<file path="config.mk">
export PLATFORM = sky130hd
export DESIGN_NAME = fl1p3_chain_seq
export DESIGN_NICKNAME = d
export VERILOG_FILES = /design/src/rtl/fl1p3_chain_seq.sv
export SDC_FILE = /design/constraint.sdc
export NUM_CORES = 1
export LEC_CHECK = 0
export CORE_MARGIN = 2
export CORE_UTILIZATION = 46
export CTS_CLUSTER_DIAMETER = 150
export DETAILED_ROUTE_END_ITERATION = 8
export PLACE_DENSITY = 0.76
export SYNTH_ARGS = -nofsm -noshare
export SYNTH_HDL_FRONTEND = slang
export SYNTH_SLANG_ARGS = --single-unit
</file>
<file path="constraint.sdc">
create_clock -name ck -period 1.74 [get_ports ck]
set_input_delay 0.522 -clock ck [delete_from_list [all_inputs] [get_ports ck]]
set_output_delay 0.522 -clock ck [all_outputs]
set_load 0.01 [all_outputs]
</file>
<file path="src/rtl/fl1p3_chain_seq.sv">
// ============================================================================
// Module  : fl1p3_chain_seq
// Purpose : Sequencer for the shared SP/SD lines of a LEN-deep mux-flop chain.
//           Runs an optional parallel capture followed by exactly LEN shifts.
//           Define FL1P3_CHAIN_SEQ_PARITY_EN to add the PAR output (parity of
//           the bits shifted out of the chain tail).
// Revision: 1.0  initial release
// ============================================================================
`default_nettype none

module fl1p3_chain_seq #(
  parameter int LEN   = 8,
  parameter int CNT_W = 8
) (
  input  logic             ck,
  input  logic             gsrn,
  input  logic             start,
  input  logic             mode,
  input  logic             hold,
  input  logic             abort,
  input  logic             so,
  output logic             sp,
  output logic             sd,
  output logic             busy,
  output logic             done,
`ifdef FL1P3_CHAIN_SEQ_PARITY_EN
  output logic [CNT_W-1:0] bitcnt,
  output logic             par
`else
  output logic [CNT_W-1:0] bitcnt
`endif
);

  typedef enum logic [1:0] {
    S_IDLE    = 2'd0,
    S_CAPTURE = 2'd1,
    S_SHIFT   = 2'd2,
    S_DONE    = 2'd3
  } state_t;

  localparam logic [CNT_W-1:0] C_LAST = CNT_W'(LEN - 1);

  state_t r_state;

  // A shift happens on every edge where the chain is enabled in SHIFT (SD is 1 there).
  logic w_shift_edge;
  logic w_last_shift;
  logic w_accept;

  assign w_shift_edge = (r_state == S_SHIFT) && sp;
  assign w_last_shift = w_shift_edge && (bitcnt == C_LAST);
  assign w_accept     = (r_state == S_IDLE) && start && !abort;

  always_ff @(posedge ck or negedge gsrn) begin
    if (!gsrn) begin
      r_state <= S_IDLE;
      sp      <= 1'b0;
      sd      <= 1'b0;
      busy    <= 1'b0;
      done    <= 1'b0;
      bitcnt  <= '0;
    end else begin
      done <= 1'b0;
      case (r_state)
        S_IDLE: begin
          sp   <= 1'b0;
          sd   <= 1'b0;
          busy <= 1'b0;
          if (w_accept) begin
            bitcnt <= '0;
            busy   <= 1'b1;
            if (mode) begin
              r_state <= S_CAPTURE;
              sp      <= 1'b1;
              sd      <= 1'b0;
            end else begin
              r_state <= S_SHIFT;
              sp      <= ~hold;
              sd      <= 1'b1;
            end
          end
        end

        S_CAPTURE: begin
          if (abort) begin
            r_state <= S_IDLE;
            sp      <= 1'b0;
            sd      <= 1'b0;
            busy    <= 1'b0;
          end else begin
            r_state <= S_SHIFT;
            sp      <= ~hold;
            sd      <= 1'b1;
          end
        end

        S_SHIFT: begin
          // Abort freezes the count even when this edge would have shifted.
          if (abort) begin
            r_state <= S_IDLE;
            sp      <= 1'b0;
            sd      <= 1'b0;
            busy    <= 1'b0;
          end else begin
            if (w_shift_edge) begin
              bitcnt <= bitcnt + 1'b1;
            end
            if (w_last_shift) begin
              r_state <= S_DONE;
              sp      <= 1'b0;
              sd      <= 1'b0;
              busy    <= 1'b0;
              done    <= 1'b1;
            end else begin
              sp <= ~hold;
            end
          end
        end

        S_DONE: begin
          r_state <= S_IDLE;
          sp      <= 1'b0;
          sd      <= 1'b0;
          busy    <= 1'b0;
        end

        default: begin
          r_state <= S_IDLE;
          sp      <= 1'b0;
          sd      <= 1'b0;
          busy    <= 1'b0;
        end
      endcase
    end
  end

`ifdef FL1P3_CHAIN_SEQ_PARITY_EN
  always_ff @(posedge ck or negedge gsrn) begin
    if (!gsrn) begin
      par <= 1'b0;
    end else if (w_accept) begin
      par <= 1'b0;
    end else if (w_shift_edge) begin
      par <= par ^ so;
    end
  end
`else
  // Tail data only matters to the parity option.
  logic w_unused_so;
  assign w_unused_so = so;
`endif

endmodule

`default_nettype wire

</file>
-- Word level (Yosys, flattened, before mapping)
Index checks and enable logic that the tools add are counted.
- flip-flop bits (word level): 14
- bits of input ports: 7
- output and inout port bits: 12
- add/subtract/negate cells: 1
- equality and inequality tests: 9
- muxes and demuxes: 28
- bitwise logic cells: 1
- reductions and logical operators: 10
- operators with widths (cell ; number):
    8-bit two-way mux ; 3
    8-bit one-hot mux with 2 select lines ; 1
    1-bit two-way mux ; 15
    1-bit one-hot mux with 4 select lines ; 3
    2-bit two-way mux ; 5
    8-bit by 1-bit adder with 8-bit output (second input constant) ; 1
    8-bit by 3-bit equality test with 1-bit output (second input constant) ; 1
    2-bit != test (second input constant) ; 4
    2-bit one-hot mux with 4 select lines ; 1
    2-bit equality test (second input constant) ; 2
    1-bit logical AND ; 4
    2-bit AND reduction ; 2
    4-bit AND reduction ; 1
    3-bit != test (second input constant) ; 1
    2-bit by 1-bit equality test with 1-bit output (second input constant) ; 1
    2-bit logical NOT ; 1
    2-bit nonzero test ; 1
    1-bit logical NOT ; 1
    1-bit NOT ; 1

-- Longest topological paths before layout
Gate-level depths: netlist (run 1).
- depth in word-level cells: 6
- mapped depth: 5
- mapped depth without buffers: 4

-- Worst setup path before layout (run 1)
Ideal clock, no wire load.
- path kind: input-to-reg
- start point: input port abort
- end point: register bitcnt[7]
- library setup time: 0.079 ns
- data arrival time: 1.582 ns
- required time: 1.661 ns
- slack: 0.079 ns
- stages on the path: 4
- path through: or4b_1 buf_2 a211oi_2 mux2i_1
- word-level cells in the longest chain between the ends: 4
- elaborated cells between the ends (all ways): 5
- classes of those cells: eq/ne (2); reduce/logical (3)
- ends and longest elaborated chain (what ; RTL line ; text):
    start: declaration ; 20 ; input logic abort,
    1-bit logical NOT ; 52 ; assign w_accept = (r_state == S_IDLE) && start && !abort;
    1-bit logical AND ; 52 ;
    2-bit != test (no source line) ; n/a ;
    4-bit AND reduction (no source line) * ; n/a ;
    end signal: assignment ; 106 ; bitcnt <= bitcnt + 1'b1;
    end: declaration ; 30 ; output logic [CNT_W-1:0] bitcnt
Mark *: on every way between the ends. The rest lies on a longest branch, timed or not.
A chain may end at the register's enable or synchronous reset.

-- Final worst setup path (run 1)
- start point: register bitcnt[0]
- end point: output port bitcnt[0]
No word-level cell between the ends.

==> results.sh, run 1 <==
export IMPL_synth_distinct_cells=29
export IMPL_synth_most_common_cell="dfrtp_1"
export IMPL_cts_tree="done"
export IMPL_grt_ovfl_total=0
export IMPL_io_buffers=17
export IMPL_gp_congestion=0.744
export IMPL_path_buf_inv=1
export IMPL_synth_top_cell_area_share=0.485
export IMPL_cts_made_buffers=3
export IMPL_p_int_mw=0.539
export IMPL_gr_usage_met3=0.0375
export IMPL_vias=674
export IMPL_min_path_type="reg2reg"
export IMPL_crit_arrival_ns=1.17
export IMPL_syn_area_per_cell_um2=9.76
export IMPL_fin_crit_sh=0.975
export IMPL_synthFlopType="dfrtp_1"
export IMPL_max_stage_delay_ns=0.54
export IMPL_final_nets=117
export IMPL_fin_ws_ns=0.0432
export IMPL_rrSetupSlack_ns=0.19
export IMPL_relSlewSlack=0.813
export IMPL_core_area_um2=1490
export IMPL_seqPwrFrac=0.495
export IMPL_grt_max_degree=15
export IMPL_ys_seq_area_frac=0.485
export IMPL_drv_slew=0
export IMPL_crit_end="bitcnt[0]"
export IMPL_top_usage_layer="met2"
export IMPL_synthesis_nets=82
export IMPL_viasPerCell=5.44
export IMPL_pwr_share_comb=0.177
export IMPL_status="completed"
export IMPL_hold_ws_ns=0.503
export IMPL_wl_per_cell_um=13.1
export IMPL_endpoint_kind="output pin"
export IMPL_syn_inst=74
export IMPL_async_flop_share=1.00
export IMPL_powerDensity_nw_per_um2=676
export IMPL_insertion_delay_ns=0.27
export IMPL_crit_cells=1
export IMPL_path_clk_slew_ns=0.09
export IMPL_drv_cap=0
export IMPL_max_slew_worst_pin_slew_ns=0.276
export IMPL_p_switching_mw=0.183
export IMPL_synth_edf_count=0
export IMPL_crit_slowest_cell="clkdlybuf4s50_1"
export IMPL_startpoint_type="flop"
export IMPL_finClkSkew_ns=0.00225
export IMPL_num_rows=14
export IMPL_r2r_start="bitcnt[0]"
export IMPL_start_util=0.485
export IMPL_finalSetupTns_ns=0
export IMPL_switching_share=0.253
export IMPL_cts_sinks=14
export IMPL_drc=0
export IMPL_place_ws_ns=-0.379
export IMPL_dieArea_um2=1900
export IMPL_path_delay_family="buffers and inverters"
export IMPL_synth_warnings=0
export IMPL_reg2regPathDepth=6
export IMPL_synthToLayoutAreaGrowth_pct=48.0
export IMPL_met1_usage=0.288
export IMPL_drtIter0Drc=13
export IMPL_ys_ff_latch=14
export IMPL_crit_chain="clkdlybuf4s50_1"
export IMPL_dp_hpwl_um=1150
export IMPL_pin_count=19
export IMPL_cts_path_max_buffers=2
export IMPL_p_clk_frac=0.328
export IMPL_grt_usage=0.201
export IMPL_synth_commonest_cells="dfrtp_1 (14), a21oi_1 (6), inv_1 (6), o21ai_0 (6), nand3_1 (5)"
export IMPL_max_freq_ghz=0.589
export IMPL_yosysTopAreaCell="dfrtp_1"
export IMPL_grt_pass1_wl_um=2850
export IMPL_antenna_found_initial=0
export IMPL_design_area_um2=1070
export IMPL_peakVddDrop_v=0.000475
export IMPL_drt_total_wl_um=1620
export IMPL_num_antenna_cells=0
export IMPL_rsz0062_at_grt="no"
export IMPL_worstPathMaxFanout=2
export IMPL_dpl_cell_area_um2=972
export IMPL_hold_violations=0
export IMPL_critical_path_required_ns=1.22
export IMPL_min_period_ns=1.70
export IMPL_first_pass_iters=4
export IMPL_synthTopCellsByArea="dfrtp_1 (49%), a21oi_1 (4.2%), mux2i_1 (4.2%)"
export IMPL_h_tree_depth=1
export IMPL_cellLeakagePower_nw=0.540
export IMPL_mappedNetlistArea_um2=722
export IMPL_rr_endpoint="r_state[0]"
export IMPL_die_w_um=43.6
export IMPL_finalSetupViolCount=0
export IMPL_ant_nets=0
export IMPL_critPathKind="reg2out"
export IMPL_crit_start="bitcnt[0]"
export IMPL_grt_pass1_vias=635
export IMPL_root_buffer="clkbuf_4"
export IMPL_layout_drive_gt1_share=0.231
export IMPL_fp_dieH_um=43.6
export IMPL_met2_usage=0.303
-- registers in the layout, summed over array words and instances, names as in the netlist --
name / flops
r_state: 2
done: 1
sd: 1
sp: 1
busy: 1
bitcnt: 8
-- logic make-up after synthesis --
logic type,share of synthesized area
AND/OR/NAND/NOR,0.227
AO/OA/AOI/OAI,0.177
flip-flops,0.485
buffers and inverters,0.0520
multiplexers,0.0416
adder cells (fa/ha/maj),0.0173
-- how the worst min path moves through the flow --
stage	start	endpoint	slack (ns)	cells after the start
final	sd	sd	0.50	1
after global routing	sd	sd	0.53	1
after detailed placement	sd	sd	0.49	1
after global placement	sd	sd	0.48	1
after floorplan	gsrn	bitcnt[0]	0.23	0
after CTS	sd	sd	0.51	1
-- power groups by stage --
stage          Clock (mW)  Sequential (mW)  Combinational (mW)
3_3_place_gp            0            0.367               0.119
3_5_place_dp            0            0.368               0.121
6_report            0.236            0.358               0.128
2_1_floorplan           0            0.368              0.0486
5_1_grt             0.257            0.360               0.142
4_1_cts             0.242            0.358               0.129
-- cell type report --
| type | count | area, µm² |
|---|---|---|
| flip-flops and latches | 14 | 350 |
| inverters | 6 | 22.5 |
| well taps | 16 | 20.0 |
| clock buffers | 4 | 36.3 |
| multi-input cells | 51 | 344 |
| repair buffers | 33 | 295 |
| fillers | 101 | 420 |
-- through the flow --
stage          instances  power [mW]  utilization
6_report             124       0.722        0.718
5_1_grt              124       0.760        0.718
4_1_cts              124       0.729        0.707
3_5_place_dp         114       0.489        0.653
3_3_place_gp         114       0.486        0.653
2_1_floorplan         74       0.416            -
-- layout by cell type (no fill, tap or decap), types with 2 or more instances in the layout --
master           netlist  final
a211oi_1               2      2
a21oi_1                6      6
buf_4                  0     16
clkbuf_4               0      3
clkdlybuf4s50_1        0      9
dfrtp_1               14     14
dlygate4sd2_1          0      4
dlymetal6s2s_1         0      4
inv_1                  6      6
mux2i_1                3      3
nand2_1                3      3
nand3_1                5      5
nor2_1                 3      3
nor3_1                 2      2
o21ai_0                6      6
o2bb2ai_1              2      2
or3_1                  3      3
-- what timing repair did --
item	4_1_cts	5_1_grt
hold buffers	0	0
pin swaps	1	0
buffers inserted	6	0
endpoints found under the setup margin	10	5
gates resized for setup	5	5
hold endpoints to repair	0	0
-- per-layer routing --
metal  part of all wire  wire length [µm]
met1               0.49               802
met2               0.46               742
met3              0.038                61
met4             0.0086                14
met5                  0                 0
(Power assumes the default switching activity.)
==> run 2, diff against run 1 <==
--- a/config.mk
+++ b/config.mk
@@ -9,7 +9,7 @@
 export CORE_UTILIZATION = 46
 export CTS_CLUSTER_DIAMETER = 150
 export DETAILED_ROUTE_END_ITERATION = 8
-export PLACE_DENSITY = 0.76
+export PLACE_DENSITY = 0.82
 export SYNTH_ARGS = -nofsm -noshare
 export SYNTH_HDL_FRONTEND = slang
 export SYNTH_SLANG_ARGS = --single-unit
==> run 2 against run 1 <==
Clock skew is 0.0041 ns higher. Sequential cell count stayed put. Sequential share of layout area is 0.51 points higher. Die area stayed put. Power is 0.51% higher. Worst setup slack worse by 0.013 ns. Register-to-register slack worse by 0.04 ns. Clock power hardly changed. Highest routed layer unchanged. Critical endpoint is now bitcnt[7]. Final cell count is 0.81% lower. Critical path depth is 3 higher.
==> results.sh, run 2 (same netlist as run 1, synthesis figures left out) <==
export IMPL_r2r_start="bitcnt[0]"
export IMPL_cts_sinks=14
export IMPL_num_rows=14
export IMPL_drt_total_wl_um=1700
export IMPL_grt_pass1_vias=627
export IMPL_hold_end="sd"
export IMPL_cts_tree="done"
export IMPL_h_tree_depth=1
export IMPL_layout_common_cells="buf_4 (15), dfrtp_1 (13), clkdlybuf4s50_1 (10)"
export IMPL_hold_ws_ns=0.499
export IMPL_min_path_type="reg2reg"
export IMPL_layout_drive_gt1_share=0.234
export IMPL_min_period_ns=1.71
export IMPL_layout_commonest_cell="buf_4"
export IMPL_fin_crit_sh=0.983
export IMPL_startpoint_type="input port"
export IMPL_grt_max_degree=15
export IMPL_p_total_mw=0.726
export IMPL_drv_cap=0
export IMPL_powerDensity_nw_per_um2=687
export IMPL_antenna_found_initial=0
export IMPL_endpoint_kind="flop"
export IMPL_cts_path_max_buffers=2
export IMPL_vias=683
export IMPL_drv_slew=0
export IMPL_cellLeakagePower_nw=0.498
export IMPL_dieArea_um2=1900
export IMPL_gp_congestion=0.766
export IMPL_design_area_um2=1060
export IMPL_crit_arrival_ns=1.92
export IMPL_first_pass_iters=4
export IMPL_die_w_um=43.6
export IMPL_max_freq_ghz=0.585
export IMPL_finClkSkew_ns=0.00634
export IMPL_io_buffers=17
export IMPL_viasPerCell=5.55
export IMPL_drtIter0Drc=11
export IMPL_dpl_cell_area_um2=972
export IMPL_dp_hpwl_um=1170
export IMPL_nFillCells=103
export IMPL_seq_area_um2=352
export IMPL_core_area_um2=1490
export IMPL_worstPathMaxFanout=2
export IMPL_critical_path_required_ns=1.95
export IMPL_rr_endpoint="r_state[0]"
export IMPL_status="completed"
export IMPL_num_antenna_cells=0
export IMPL_ant_nets=0
export IMPL_root_buffer="clkbuf_4"
export IMPL_critPathKind="in2reg"
export IMPL_rrSetupSlack_ns=0.15
export IMPL_final_nets=116
export IMPL_pin_count=19
export IMPL_multi_input_area_um2=344
export IMPL_synthToLayoutAreaGrowth_pct=46.3
export IMPL_max_slew_worst_pin_slew_ns=0.309
export IMPL_holdPathStages=1
export IMPL_regMostFlops="bitcnt"
export IMPL_cts_made_buffers=3
export IMPL_reg2regPathDepth=6
export IMPL_largest_register_ffs=8
export IMPL_grt_pass1_wl_um=2700
export IMPL_rsz0062_at_grt="no"
export IMPL_start_util=0.485
export IMPL_peakVddDrop_v=0.000450
export IMPL_fp_dieH_um=43.6
export IMPL_grt_ovfl_total=0
export IMPL_wl_per_cell_um=13.8
export IMPL_grt_usage=0.190
export IMPL_largestRegisters="bitcnt: 8 flops, r_state: 2 flops"
export IMPL_path_clk_slew_ns=0.09
export IMPL_drc=0
export IMPL_insertion_delay_ns=0.28
export IMPL_relSlewSlack=0.791
export IMPL_finalSetupViolCount=0
export IMPL_hold_violations=0
export IMPL_ctsHoldBuffers=0
export IMPL_hold_start="sd"
==> run 2: changes by cell type in the layout (fill, tap and decap cells not counted), sizes merged <==
| cell | before | now |
|---|---|---|
| buf | 16 | 15 |
| clkdlybuf4s50 | 9 | 10 |
| dlygate4sd2 | 4 | 5 |
| dlymetal6s2s | 4 | 2 |
==> run 2: how the worst max path moves through the flow <==
| stage | startpoint | end | slack, ns | depth (start not counted) |
|---|---|---|---|---|
| finish | start | bitcnt[7] | 0.03 | 4 |
| floorplan | abort | bitcnt[7] | 0.08 | 4 |
| detailed placement | abort | bitcnt[7] | -0.39 | 4 |
| global route | start | bitcnt[7] | 0.0007 | 4 |
| CTS | start | bitcnt[7] | 0.02 | 4 |
| global placement | abort | bitcnt[7] | -0.34 | 4 |
==> run 2: cell type report <==
| type | count | area share |
|---|---|---|
| clock buffers | 4 | 0.0344 |
| inverters | 6 | 0.0213 |
| repair buffers | 32 | 0.267 |
| multi-input cells | 51 | 0.326 |
| flip-flops and latches | 14 | 0.333 |
| well taps | 16 | 0.0190 |
==> run 2: layer usage <==
layer / wire length, µm / share of wire / vias up / track usage
met5: 0 / 0 / - / 0
met4: 6 / 0.0035 / 0 / 0.0909
met3: 53 / 0.031 / 2 / 0.0417
met2: 800 / 0.47 / 16 / 0.291
met1: 840 / 0.49 / 326 / 0.255
li1: - / - / 339 / -
==> run 2: stage by stage <==
step / cells / setup TNS, ns / utilization / worst slack (ns)
3_5_place_dp: 114 / -3.09 / 0.653 / -0.391
6_report: 123 / 0 / 0.709 / 0.0304
4_1_cts: 123 / 0 / 0.702 / 0.0197
2_1_floorplan: 74 / 0 / - / 0.0789
5_1_grt: 123 / 0 / 0.709 / 0.000669
3_3_place_gp: 114 / -2.69 / 0.653 / -0.340
==> run 2: timing repair <==
action / 4_1_cts / 5_1_grt
endpoints found under the setup margin: 10 / 4
gates resized for setup: 7 / 3
endpoints found under the hold margin: 0 / 0
pin swaps: 1 / 0
gates cloned: 0 / 0
buffers inserted: 5 / 0
==> run 2: power breakdown <==
part | internal, mW | leakage (nW) | total (mW) | switching (mW)
clock | 0.127 | 0.0210 | 0.237 | 0.110
combinational | 0.0721 | 0.288 | 0.132 | 0.0604
sequential | 0.341 | 0.189 | 0.356 | 0.0147
==> run 2: worst max-delay path, cell delays in order <==
cell	delay (ns)
clkdlybuf4s50_1	0.49
or4b_4	0.48
a211oi_2	0.23
mux2i_1	0.20
==> run 3, diff against run 2 <==
--- a/config.mk
+++ b/config.mk
@@ -10,6 +10,7 @@
 export CTS_CLUSTER_DIAMETER = 150
 export DETAILED_ROUTE_END_ITERATION = 8
 export PLACE_DENSITY = 0.82
+export RECOVER_POWER = 25
 export SYNTH_ARGS = -nofsm -noshare
 export SYNTH_HDL_FRONTEND = slang
 export SYNTH_SLANG_ARGS = --single-unit
==> constraint.sdc (replaced) <==
create_clock -name ck -period 1.74 [get_ports ck]
set_input_delay 0.261 -clock ck [delete_from_list [all_inputs] [get_ports ck]]
set_output_delay 0.261 -clock ck [all_outputs]
set_load 0.01 [all_outputs]
==> run 3 against run 2 <==
Power down 2.0%. Worst hold slack got worse by 0.17 ns. Final area is 3.6% lower. Global-route usage barely moved. Sequential cell count unchanged. Largest power group unchanged. Register-to-register slack improved by 0.04 ns. Highest routed layer unchanged. Critical path depth down 3. Non-clock buffer count decreased by 4. Clock skew about the same. Worst setup slack improved by 0.12 ns. Sequential power hardly changed.
==> results.sh, run 3 (same netlist as run 1, synthesis figures left out) <==
export IMPL_num_rows=14
export IMPL_drtIter0Drc=13
export IMPL_post_cts_buffers=0
export IMPL_path_buf_inv=1
export IMPL_drv_slew=0
export IMPL_relSlewSlack=0.752
export IMPL_grt_max_degree=9
export IMPL_dp_hpwl_um=1240
export IMPL_largest_register_ffs=8
export IMPL_crit_slowest_cell="clkdlybuf4s50_1"
export IMPL_finClkSkew_ns=0.00600
export IMPL_min_period_ns=1.59
export IMPL_layout_drive_gt1_share=0.175
export IMPL_startpoint_type="flop"
export IMPL_core_area_um2=1490
export IMPL_fp_dieH_um=43.6
export IMPL_max_stage_delay_ns=0.58
export IMPL_viasPerCell=5.76
export IMPL_place_ws_ns=-0.130
export IMPL_num_antenna_cells=0
export IMPL_cts_made_buffers=3
export IMPL_critical_path_required_ns=1.48
export IMPL_grt_pass1_vias=610
export IMPL_peakVddDrop_v=0.000562
export IMPL_cts_tree="done"
export IMPL_worstPathMaxFanout=6
export IMPL_root_buffer="clkbuf_4"
export IMPL_rsz0062_at_grt="no"
export IMPL_endpoint_kind="output pin"
export IMPL_grt_pass1_wl_um=2680
export IMPL_io_buffers=17
export IMPL_start_util=0.485
export IMPL_vias=685
export IMPL_ant_nets=0
export IMPL_grt_usage=0.190
export IMPL_p_total_mw=0.711
export IMPL_crit_arrival_ns=1.33
export IMPL_insertion_delay_ns=0.28
export IMPL_powerDensity_nw_per_um2=698
export IMPL_layout_common_cells="clkdlybuf4s50_1 (16), dfrtp_1 (14), buf_4 (10)"
export IMPL_fin_ws_ns=0.152
export IMPL_gp_congestion=0.756
export IMPL_path_delay_family="buffers and inverters"
export IMPL_rrSetupSlack_ns=0.19
export IMPL_regMostFlops="bitcnt"
export IMPL_h_tree_depth=1
export IMPL_wl_per_cell_um=13.5
export IMPL_drv_cap=0
export IMPL_path_clk_slew_ns=0.08
export IMPL_cts_sinks=14
export IMPL_critPathKind="reg2out"
export IMPL_grt_ovfl_total=0
export IMPL_drt_total_wl_um=1610
export IMPL_pin_count=19
export IMPL_antenna_found_initial=0
export IMPL_cts_path_max_buffers=2
export IMPL_fin_crit_sh=0.913
export IMPL_seq_area_um2=350
export IMPL_max_slew_worst_pin_slew_ns=0.371
export IMPL_status="completed"
export IMPL_cellLeakagePower_nw=0.422
export IMPL_hold_violations=0
export IMPL_max_freq_ghz=0.630
export IMPL_multi_input_area_um2=340
export IMPL_die_w_um=43.6
export IMPL_largestRegisters="bitcnt: 8 flops, r_state: 2 flops"
export IMPL_synthToLayoutAreaGrowth_pct=41.1
export IMPL_dieArea_um2=1900
export IMPL_crit_chain="clkdlybuf4s50_1"
export IMPL_first_pass_iters=4
export IMPL_min_path_type="in2async"
export IMPL_finalSetupViolCount=0
export IMPL_nFillCells=116
export IMPL_final_nets=112
export IMPL_drc=0
export IMPL_layout_commonest_cell="clkdlybuf4s50_1"
[run 3: cell count changes in the layout (fill, tap and decap cells not counted), sizes merged]
cell,before,now
dlygate4sd2,5,0
buf,15,10
dlymetal6s2s,2,0
clkbuf,4,5
dlygate4sd3,0,1
clkdlybuf4s50,10,16
[run 3: path summary, 6_finish.rpt]
check | start | end | cells past startpoint
min in group ck | sd | sd | 1
worst min-delay path | gsrn | sp | 1
worst min register to register | sd | sd | 1
worst max register to register | r_state[0] | bitcnt[7] | 3
worst max-delay path | bitcnt[5] | bitcnt[5] | 1
max in group asynchronous | gsrn | r_state[1] | 2
[run 3: final cells by class]
cell class,count,share of cell area
clock buffers,4,0.0356
well taps,16,0.0197
repair buffers,28,0.244
multi-input cells,51,0.334
flip-flops and latches,14,0.344
inverters,6,0.0221
[run 3: what timing repair did]
item | in CTS | in global routing
endpoints found under the setup margin | 0 | 1
resized for setup | 0 | 1
hold buffers | 0 | 0
endpoints found under the hold margin | 0 | 0
[run 3: layer usage]
layer | share of wire | GRT usage
met1 | 0.45 | 0.241
met4 | 0.0050 | 0.0182
met5 | 0 | 0
met2 | 0.49 | 0.315
met3 | 0.053 | 0.0792
[run 3: per-stage QoR]
step	area, µm²	utilization	TNS [ns]	std cells	hold slack, ns
final	1020	0.684	0	119	0.327
after global routing	1020	0.684	0	119	0.354
after CTS	1020	0.682	0	119	0.258
after detailed placement	980	0.658	-0.164	115	0.483
after global placement	980	0.658	-0.0798	115	0.477
after floorplan	722	-	0	74	-0.0346
[run 3: power by group]
group | leakage (nW) | switching (mW) | total, mW | internal (mW)
clock | 0.0210 | 0.0960 | 0.223 | 0.127
combinational | 0.210 | 0.0586 | 0.131 | 0.0721
sequential | 0.191 | 0.0159 | 0.357 | 0.341
